**config.mk**
```make
export PLATFORM = sky130hd
export DESIGN_NAME = rr_stream_mux
export DESIGN_NICKNAME = d
export VERILOG_FILES = /design/src/rtl/rr_stream_mux.sv
export SDC_FILE = /design/constraint.sdc
export NUM_CORES = 1
export LEC_CHECK = 0
export BUFFER_PORTS_ARGS = -buffer_cell sky130_fd_sc_hd__buf_2
export CAP_MARGIN = 0
export CORE_MARGIN = 10
export CORE_UTILIZATION = 42
export DETAILED_ROUTE_END_ITERATION = 8
export PLACE_DENSITY = 0.89
export RECOVER_POWER = 50
export SETUP_SLACK_MARGIN = 0.1
export SLEW_MARGIN = 20
export SYNTH_ARGS = -nofsm -noshare
export SYNTH_HDL_FRONTEND = slang
export SYNTH_SLANG_ARGS = --single-unit
```
**constraint.sdc**
```tcl
create_clock -name clk -period 1.83 [get_ports clk]
set_input_delay 0.183 -clock clk [delete_from_list [all_inputs] [get_ports clk]]
set_output_delay 0.183 -clock clk [all_outputs]
set_load 0.02 [all_outputs]
```
**src/rtl/rr_stream_mux.sv**
```systemverilog
// rr_stream_mux
//   N-channel, WIDTH-bit stream multiplexer. Every input and the output use a
//   valid/ready handshake. The channel is chosen either by software (mode 0,
//   via sel) or by a round-robin arbiter (mode 1). The output is a registered
//   one-deep buffer with 1-cycle latency. It can refill in the same cycle that
//   it drains, so a steady stream moves at full throughput.
//
// Ports
//   clk        system clock, rising edge
//   rst_n      synchronous active-low reset
//   enable     1 = new words may be accepted; 0 = nothing accepted, output drains
//   mode       0 = fixed select via sel, 1 = round-robin
//   sel        channel index used in mode 0
//   in_data    flattened inputs, channel i at [i*WIDTH +: WIDTH]
//   in_valid   per-channel valid
//   in_ready   per-channel ready (one-hot or zero)
//   out_data   registered output word
//   out_valid  out_data holds an unconsumed word
//   out_ready  consumer accepts when out_valid && out_ready
//   out_ch     source channel of out_data
//   xfer_count saturating 16-bit count of input transfers
//              (present only when RR_STREAM_MUX_CNT_EN is defined)
module rr_stream_mux #(
  parameter int WIDTH  = 8,
  parameter int NUM_CH = 4,
  parameter int SEL_W  = 2
) (
  input  logic                    clk,
  input  logic                    rst_n,
  input  logic                    enable,
  input  logic                    mode,
  input  logic [SEL_W-1:0]        sel,
  input  logic [NUM_CH*WIDTH-1:0] in_data,
  input  logic [NUM_CH-1:0]       in_valid,
  output logic [NUM_CH-1:0]       in_ready,
  output logic [WIDTH-1:0]        out_data,
  output logic                    out_valid,
  input  logic                    out_ready,
  output logic [SEL_W-1:0]        out_ch
`ifdef RR_STREAM_MUX_CNT_EN
  ,
  output logic [15:0]             xfer_count
`endif
);

  logic [SEL_W-1:0] rr_ptr;        // channel granted most recently in mode 1
  logic [SEL_W-1:0] grant;
  logic             grant_active;
  logic [WIDTH-1:0] grant_data;
  logic             load;
  logic             xfer;

  // The buffer can take a word when it is empty, or when it is emptied in
  // this same cycle.
  assign load = !out_valid || out_ready;

  // Arbiter. In mode 0, sel values past the last channel match no loop index,
  // so they never produce a grant. In mode 1, the search starts one past the
  // last winner. That gives round-robin fairness.
  always_comb begin
    int idx;
    // NOTE: every combinational output gets a default before any branch, so
    // no path leaves it unassigned and no latch is inferred.
    grant        = '0;
    grant_active = 1'b0;
    idx          = 0;
    if (!mode) begin
      for (int i = 0; i < NUM_CH; i++) begin
        if (sel == SEL_W'(i) && in_valid[i]) begin
          grant        = SEL_W'(i);
          grant_active = 1'b1;
        end
      end
    end else begin
      for (int k = 1; k <= NUM_CH; k++) begin
        idx = (int'(rr_ptr) + k) % NUM_CH;
        if (!grant_active && in_valid[idx]) begin
          grant        = SEL_W'(idx);
          grant_active = 1'b1;
        end
      end
    end
  end

  // Ready decode and data select. The ready depends on rst_n here, so no
  // producer sees a handshake while reset is held.
  always_comb begin
    in_ready   = '0;
    grant_data = '0;
    for (int i = 0; i < NUM_CH; i++) begin
      if (grant == SEL_W'(i)) begin
        grant_data = in_data[i*WIDTH +: WIDTH];
      end
      in_ready[i] = rst_n && enable && load && grant_active && (grant == SEL_W'(i));
    end
  end

  assign xfer = |(in_valid & in_ready);

  // NOTE: reset is synchronous. Every register here is reset, including the
  // data word, so the bus reads zero after reset.
  always_ff @(posedge clk) begin
    if (!rst_n) begin
      // NOTE: sequential state uses non-blocking assignments only, so every
      // register samples the values from before the edge.
      out_valid <= 1'b0;
      out_data  <= '0;
      out_ch    <= '0;
      rr_ptr    <= SEL_W'(NUM_CH - 1);
    end else if (xfer) begin
      out_valid <= 1'b1;
      out_data  <= grant_data;
      out_ch    <= grant;
      if (mode) begin
        rr_ptr <= grant;
      end
    end else if (out_valid && out_ready) begin
      out_valid <= 1'b0;
    end
  end

`ifdef RR_STREAM_MUX_CNT_EN
  always_ff @(posedge clk) begin
    if (!rst_n) begin
      xfer_count <= '0;
    end else if (xfer && xfer_count != 16'hFFFF) begin
      xfer_count <= xfer_count + 16'd1;
    end
  end
`endif

endmodule

```
==> results of run 1 <==
[report_power, final]
| part | switching [uW] | internal [uW] |
|---|---|---|
| Sequential | 10.8 | 299 |
| Clock | 90.1 | 84.4 |
| Combinational | 139 | 133 |
[metal layers]
layer	wire length, um	global-route usage, %	share of wire, %
met5	0	0	0
met4	25	3.927	0.80
met3	321	5.518	10
met2	1548	23.82	50
met1	1218	13.41	39
[how the worst min path moves through the flow]
stage              start           to  slack (ns)  depth (start not counted)
2_1_floorplan      rst_n  out_data[3]        0.30                          1
3_3_place_gp       rst_n    rr_ptr[1]        0.48                          2
3_5_place_dp   out_ch[1]    out_ch[1]        0.49                          1
4_1_cts        out_ready    out_valid        0.21                          3
5_1_grt            rst_n    rr_ptr[0]        0.25                          2
6_report           rst_n    rr_ptr[0]        0.23                          2
[layout by cell type, fill, tap and decap left out, types with 2 or more instances in the layout]
cell      count
nor2_1        2
nand2b_4      2
clkbuf_1     13
or2_2         2
nand3b_1      2
nand2b_1      2
clkbuf_4      4
o21ai_2       2
mux2i_1      16
a21oi_1       2
and2_1        9
mux2_2        2
buf_2        42
nand3_2       2
buf_4         8
a21oi_2       2
nand2_1      11
o221ai_1      7
dfxtp_1      11
o211a_1       2
[registers in the layout, indices dropped and copies added (netlist names)]
signal / count
out_ch: 2
rr_ptr: 2
out_valid: 1
out_data: 8
[kinds of logic after synthesis]
logic type,share of synthesized area (%)
AO/OA/AOI/OAI,23.91
multiplexers,21.04
AND/OR/NAND/NOR,22.95
flip-flops,28.42
buffers and inverters,3.687
[critical path, delay by kind of cell (launching register included)]
kind / cells / cell delay [ns]
compound gates: 3 / 0.63
flops: 1 / 0.35
buf+inv: 1 / 0.17
simple gates: 1 / 0.15
[cell type report]
cell class | instances | area, um2
well taps | 27 | 33.78
multi-input cells | 84 | 703.2
clock buffers | 4 | 26.28
fillers | 180 | 655.6
repair buffers | 64 | 334.1
flip-flops and latches | 13 | 265.3
inverters | 1 | 3.754
[stage by stage]
step                      worst slack [ns]  util, %
after floorplan                     0.1014        -
after detailed placement           0.04322    61.45
final                              0.07141    67.57
after global routing             -0.001192    67.57
after CTS                           0.1099    64.67
after global placement              0.1470    61.45
[timing repair]
item	4_1_cts	5_1_grt
setup endpoints to repair	6	12
gates resized for setup	7	19
cloned	0	1
endpoints found under the hold margin	0	0
pin swaps	2	8
buffers inserted	2	0
==> flow_metrics.tcl, run 1 <==
set metrics [dict create \
    hold_viol 0 \
    drt_wl_total_um 3113 \
    syn-num-nets 145 \
    total_leakage_power_uw 0.0006205 \
    outcome "complete, no violations" \
    dp_cells 186 \
    tns_ns 0 \
    dpl-instance-area_um2 1242 \
    max_clock_freq_ghz 0.5686 \
    critPathMaxFanout 4 \
    clk_pin_slew_ns 0.08 \
    yosys.area.top_type "dfxtp_1" \
    peakVddDrop_uv 329.4 \
    design_area_um2 1366 \
    relSlewSlack_pct 71.49 \
    cp_slowest_stage_delay_ns 0.35 \
    track_usage_pct 13.20 \
    finish.net_count 210 \
    cts_buffer_depth 2 \
    cts_tree "built" \
    drc 0 \
    cp.required_ns 1.65 \
    slew_viol_final 0 \
    netlist_area_um2 915.9 \
    ys_types 30 \
    insertedDiodeCount 0 \
    max_cap_violations 0 \
    end_kind "primary output" \
    grt_max_degree 15 \
    cts_made_buffers 3 \
    die_w_um 66.70 \
    reg2reg_setup_slack_ns 0.13 \
    p_total_uw 756.2 \
    area_growth_syn_to_layout_pct 49.18 \
    cts.sinks 13 \
    synth-main-ff-cell "dfxtp_1" \
    r2r_start "rr_ptr[0]" \
    syn_inst 102 \
    clk_latency_ns 0.27 \
    wl_per_cell_um 16.13 \
    die_area_um2 4448 \
    dp_hpwl_um 2475 \
    synth_edf_count 0 \
    path_cells "nand2b_4 > a21o_1 > a31o_4 > a21oi_1 > buf_4" \
    synth.area.top_cells "dfxtp_1 28%, mux2i_1 19%, o221ai_1 7.7%" \
    critPathLaunch "rr_ptr[0]" \
    drt_iter0_markers 26 \
    ys_seq_area_share_pct 28.42 \
    async_flop_share_pct 0 \
    yosys.area.top_type_share_pct 28.42 \
    initial_utilization_pct 45.30 \
    min_path_type "primary input to register" \
    clockRootBuffer "clkbuf_4" \
    p_per_area_nw_per_um2 553.4 \
    synthMostInstantiatedCell "mux2i_1" \
    post-route-period-util_pct 96.10 \
    coreArea_um2 2022 \
    rsz0062_at_grt "yes" \
    final_cells 193 \
    dr.pass1.iters 4 \
    antenna_found_initial 0 \
    vias_per_cell 5.347 \
    setup_viol 0 \
    place.gp.congestion 0.8728 \
    crit_slowest_cell "dfxtp_2" \
    layout_min_cycle_time_ns 1.759 \
    syn_area_per_cell_um2 8.979 \
    io_pins 58 \
    crit_type "register to primary output" \
    grt_pass1_vias 1110 \
    r2r_end "out_data[3]" \
    startpoint_type "register" \
    io_buffers 57 \
    detail-route-antenna-nets 0 \
    yosys_warnings 0 \
    vias 1032 \
    synth-seq-cells 13 \
    cp.arrival_ns 1.58 \
    worstRegToRegCells 7 \
    grt_pass1_wl_um 4816 \
    fin_skew_ns 0.006061 \
    die_h_um 66.70 \
    ctsHoldBuffers 0 \
    drive_above_1_share_pct 48.19 \
    tightest_slew_ns 0.4276 \
    synth_commonest_cells "17 x mux2i_1, 13 x dfxtp_1, 12 x nand2_1, 9 x and2_1, 8 x o221ai_1" \
    gr-total-overflow 0 \
    cts_htree_levels 1 \
    endpoint "in_ready[3]" \
    rows 16 \
    holdWs_ns 0.2273 \
]
No activity file was read; power rests on OpenSTA's default activity.
==> run 2: changes to the inputs <==
--- a/config.mk
+++ b/config.mk
@@ -12,7 +12,6 @@
 export DETAILED_ROUTE_END_ITERATION = 8
 export PLACE_DENSITY = 0.89
 export RECOVER_POWER = 50
-export SETUP_SLACK_MARGIN = 0.1
 export SLEW_MARGIN = 20
 export SYNTH_ARGS = -nofsm -noshare
 export SYNTH_HDL_FRONTEND = slang
==> run 2 against run 1 <==
  * Register-to-register slack worse by 0.097 ns
  * Utilization shrank 2.8 points
  * Clock skew is 0.0016 ns lower
  * Combinational power fell by 4%
  * Global-route usage barely moved
  * Critical path type is now register to register
  * Largest power group unchanged
==> flow_metrics.tcl, run 2 (synthesis gave the netlist of run 1 again) <==
set metrics [dict create \
    track_usage_pct 13.23 \
    vias 1033 \
    tns_ns 0 \
    drt_iter0_markers 35 \
    holdWs_ns 0.1965 \
    vias_per_cell 5.437 \
    area_growth_syn_to_layout_pct 43.03 \
    antenna_found_initial 0 \
    outcome "complete, no violations" \
    clockRootBuffer "clkbuf_4" \
    dp_hpwl_um 2556 \
    fin_skew_ns 0.004498 \
    detail-route-antenna-nets 0 \
    max_clock_freq_ghz 0.5564 \
    n_fill_cell 182 \
    startpoint_type "register" \
    final_core_util_pct 64.79 \
    maxUsedRoutingLayer "met4" \
    regMostFlops "out_data" \
    reg2reg_setup_slack_ns 0.03 \
    hold_depth 2 \
    end_kind "register" \
    cts_made_buffers 3 \
    crit_type "register to register" \
    cts_tree "built" \
    hp-start "rst_n" \
    largest_reg_flops 8 \
    grt_pass1_wl_um 4754 \
    dpl-instance-area_um2 1236 \
    clk_pin_slew_ns 0.08 \
    rows 16 \
    coreArea_um2 2022 \
    grt_pass1_vias 1097 \
    post-route-period-util_pct 98.21 \
    drive_above_1_share_pct 42.33 \
    worstRegToRegCells 8 \
    cp_top_family "compound AO/OA/AOI/OAI gates" \
    drc 0 \
    cts.sinks 13 \
    min_path_type "primary input to register" \
    peakVddDrop_uv 278.8 \
    gr-total-overflow 0 \
    r2r_end "out_data[6]" \
    setup_viol 0 \
    relSlewSlack_pct 72.23 \
    place.gp.congestion 0.8285 \
    final_common_cell "buf_2" \
    design_area_um2 1310 \
    path_buf_inv 2 \
    wl_met2_um 1765 \
    tightest_slew_ns 0.4152 \
    total_leakage_power_uw 0.0006056 \
    multi_input_area_um2 660.6 \
    wirelength_met1_um 1008 \
    cp.required_ns 2.00 \
    holdPathEnd "rr_ptr[1]" \
    cp_slowest_stage_delay_ns 0.35 \
    die_h_um 66.70 \
    io_buffers 57 \
    wl_per_cell_um 16.84 \
    cts_htree_levels 1 \
    p_per_area_nw_per_um2 571.6 \
    rsz0062_at_grt "yes" \
    finish.net_count 207 \
    die_area_um2 4448 \
    clk_latency_ns 0.27 \
    p_total_uw 748.9 \
    r2r_start "rr_ptr[0]" \
    dr.pass1.iters 4 \
    io_pins 58 \
    drt_wl_total_um 3199 \
    crit_slowest_cell "dfxtp_2" \
    layout_common_cells "44 x buf_2, 16 x mux2i_1, 12 x nand2_1, 12 x clkbuf_1, 11 x dfxtp_1" \
    seq_area_um2 262.8 \
    max_cap_violations 0 \
    critPathMaxFanout 6 \
    insertedDiodeCount 0 \
    hold_viol 0 \
    cts_buffer_depth 2 \
    critPathLaunch "rr_ptr[0]" \
    grt_max_degree 15 \
    path_cells "nor2b_1 > a21oi_2 > o21ai_2 > buf_12 > buf_4 > mux2i_1 > o221ai_1 > and2_1" \
    met3_length_um 328 \
    initial_utilization_pct 45.30 \
    layout_min_cycle_time_ns 1.797 \
    slew_viol_final 0 \
    die_w_um 66.70 \
    largest_registers "out_data (8), out_ch (2), rr_ptr (2)" \
    cp.arrival_ns 1.97 \
]
run 2: cell type report:
| class | instances | share of cell area (%) |
|---|---|---|
| Clock buffer | 4 | 2.006 |
| Sequential cell | 13 | 20.06 |
| Tap cell | 27 | 2.579 |
| Timing Repair Buffer | 61 | 24.64 |
| Multi-Input combinational cell | 84 | 50.43 |
| Inverter | 1 | 0.2865 |
run 2: routing by layer:
layer	up-vias	track usage, %
li1	503	-
met1	478	10.97
met2	40	25.83
met3	12	5.017
met4	0	7.330
met5	-	0
run 2: how the worst max path moves through the flow:
stage	end	slack [ns]	depth (start not counted)
after detailed placement	out_data[2]	0.08	6
after floorplan	in_ready[1]	0.06	7
after global routing	in_ready[3]	-0.05	7
after CTS	in_ready[1]	0.04	6
final	out_data[6]	0.03	8
after global placement	out_data[4]	0.17	7
run 2: what timing repair did:
| item | 4_1_cts | 5_1_grt |
|---|---|---|
| gates resized for setup | 1 | 11 |
| buffers inserted | 2 | 0 |
| pin swaps | 1 | 2 |
| endpoints found under the setup margin | 3 | 12 |
| gates cloned | 0 | 0 |
| hold buffers | 0 | 0 |
run 2: metrics by stage:
step                      worst slack, ns  std cells
after floorplan                   0.05680        102
after global placement             0.1741        184
after detailed placement          0.08335        184
after CTS                         0.03712        190
after global routing             -0.04550        190
final                             0.03278        190
run 2: power breakdown:
part	internal, uW	switching [uW]	leakage [uW]
logic	127	136	0.000485
registers	300	9.71	0.000105
clock network	84.5	92.9	0.0000150
total	511	238	0.000606
==> run 3: changes to the inputs <==
--- a/config.mk
+++ b/config.mk
@@ -12,6 +12,7 @@
 export DETAILED_ROUTE_END_ITERATION = 8
 export PLACE_DENSITY = 0.89
 export RECOVER_POWER = 50
+export SETUP_SLACK_MARGIN = 0.5
 export SLEW_MARGIN = 20
 export SYNTH_ARGS = -nofsm -noshare
 export SYNTH_HDL_FRONTEND = slang
==> run 3 against run 2 <==
  * Final area up 23%
  * Wire length up 25%
  * Final cell count up 2.1%
  * Sequential share of layout area down 3.8 points
  * Register-to-register slack better by 0.06 ns
  * Die area unchanged
  * Via count up 3.9%
  * Clock-buffer cell count unchanged
  * Setup slack better by 0.018 ns
  * Sequential power about the same
  * Clock power about the same
  * Flip-flop and latch count unchanged
  * Largest power group is now combinational cells
  * Highest routed layer unchanged
==> flow_metrics.tcl, run 3 (synthesis gave the netlist of run 1 again) <==
set metrics [dict create \
    largest_registers "out_data (8), out_ch (2), rr_ptr (2)" \
    rows 16 \
    fin_skew_ns 0.004737 \
    relSlewSlack_pct 69.00 \
    rsz0062_at_grt "yes" \
    finish.net_count 211 \
    cts_buffer_depth 2 \
    setup_viol 0 \
    wl_per_cell_um 20.63 \
    reg2reg_setup_slack_ns 0.09 \
    clk_pin_slew_ns 0.08 \
    grt_max_degree 15 \
    drt_iter0_markers 40 \
    track_usage_pct 14.35 \
    initial_utilization_pct 45.30 \
    switching_share_pct 34.20 \
    outcome "complete, no violations" \
    p_clk_share_pct 20.3 \
    total_leakage_power_uw 0.0006650 \
    grt_pass1_wl_um 5175 \
    layout_min_cycle_time_ns 1.780 \
    place.gp.congestion 0.8331 \
    vias 1073 \
    critPathMaxFanout 4 \
    cp.arrival_ns 1.60 \
    largest_reg_flops 8 \
    power_frac_seq_pct 35.5 \
    cts_tree "built" \
    drt_wl_total_um 4002 \
    antenna_found_initial 0 \
    hold_viol 0 \
    grt_pass1_vias 1192 \
    crit_type "register to primary output" \
    slew_viol_final 0 \
    io_buffers 57 \
    die_area_um2 4448 \
    regMostFlops "out_data" \
    detail-route-antenna-nets 0 \
    min_path_type "primary input to register" \
    dr.pass1.iters 4 \
    insertedDiodeCount 0 \
    dpl-instance-area_um2 1295 \
    p_per_area_nw_per_um2 544.5 \
    max_cap_violations 0 \
    intPower_uw 576.5 \
    design_area_um2 1609 \
    drive_above_1_share_pct 58.68 \
    tns_ns 0 \
    cp_slowest_stage_delay_ns 0.37 \
    gr-total-overflow 0 \
    max_clock_freq_ghz 0.5619 \
    switchingPower_uw 299.6 \
    dp_hpwl_um 2558 \
    layout_common_cells "44 x buf_2, 12 x clkbuf_1, 12 x dfxtp_1" \
    area_growth_syn_to_layout_pct 75.68 \
    cts.sinks 13 \
    die_w_um 66.70 \
    final_common_cell "buf_2" \
    die_h_um 66.70 \
    crit_slowest_cell "dfxtp_2" \
    path_cells "nand2b_4 > o21ai_1 > o21ai_2 > buf_12 > nand2_2 > nor2_2 > buf_2" \
    end_kind "primary output" \
    post-route-period-util_pct 97.24 \
    comb_power_share_pct 44.2 \
    io_pins 58 \
    drc 0 \
    coreArea_um2 2022 \
    cts_htree_levels 1 \
    cp.required_ns 1.65 \
    vias_per_cell 5.531 \
    clockRootBuffer "clkbuf_4" \
    peakVddDrop_uv 470.4 \
    startpoint_type "register" \
    cts_made_buffers 3 \
    clk_latency_ns 0.27 \
    tightest_slew_ns 0.4636 \
    n_fill_cell 134 \
]
==> run 3: changes by cell type in the layout (fill, tap and decap cells not counted), sizes merged <==
cell,previous run,this run
buf,50,54
==> run 3: repair_timing <==
| action | CTS | global route |
|---|---|---|
| pin swaps | 18 | 5 |
| endpoints found under the setup margin | 13 | 16 |
| hold buffers | 0 | 0 |
| buffers inserted | 4 | 1 |
| gates resized for setup | 21 | 29 |
==> run 3: metal layers <==
layer | track usage (%) | wire [um]
met3 | 7.023 | 332
met5 | 0 | 0
met4 | 4.712 | 131
met2 | 27.96 | 2114
met1 | 12.21 | 1424
==> run 3: layout make-up <==
cell class | instances | area, um2 | share of cell area (%)
multi-input combinational | 84 | 898.4 | 55.83
timing repair buffer | 65 | 385.4 | 23.95
sequential | 13 | 261.5 | 16.25
tap | 27 | 33.78 | 2.100
clock buffer | 4 | 26.28 | 1.633
inverter | 1 | 3.754 | 0.2333
==> run 3: final timing paths <==
check | startpoint | to | cells past startpoint
min | out_ready | out_valid | 3
min reg2reg | out_ch[1] | out_ch[1] | 1
max | rr_ptr[0] | in_ready[2] | 7
max reg2reg | rr_ptr[0] | out_data[1] | 8
==> run 3: power by group through the flow <==
| stage | sequential (uW) | clock [uW] | combinational, uW |
|---|---|---|---|
| 4_1_cts | 309 | 184 | 304 |
| 3_3_place_gp | 315 | 0 | 251 |
| 3_5_place_dp | 315 | 0 | 262 |
| 5_1_grt | 313 | 200 | 409 |
| 6_report | 311 | 178 | 387 |
| 2_1_floorplan | 332 | 0 | 147 |
==> run 3: stage by stage <==
stage          setup WS [ns]  util [%]  hold WS (ns)  std cells  power, uW
6_report             0.05046     79.58        0.2018        194      876.2
3_3_place_gp         0.07107     64.05        0.4790        185      565.6
3_5_place_dp        -0.07425     64.05        0.4929        185      577.5
2_1_floorplan         0.3075         -        0.3047        102      478.9
5_1_grt             -0.01069     79.58        0.2205        194      921.5
4_1_cts              0.05594     71.84        0.1946        193      796.4
==> run 3: worst max-delay path: cells and delay by family, from the launching register on <==
family	cells	cell delay [ns]
compound gates	2	0.29
buf+inv	2	0.34
flops	1	0.37
simple gates	3	0.33
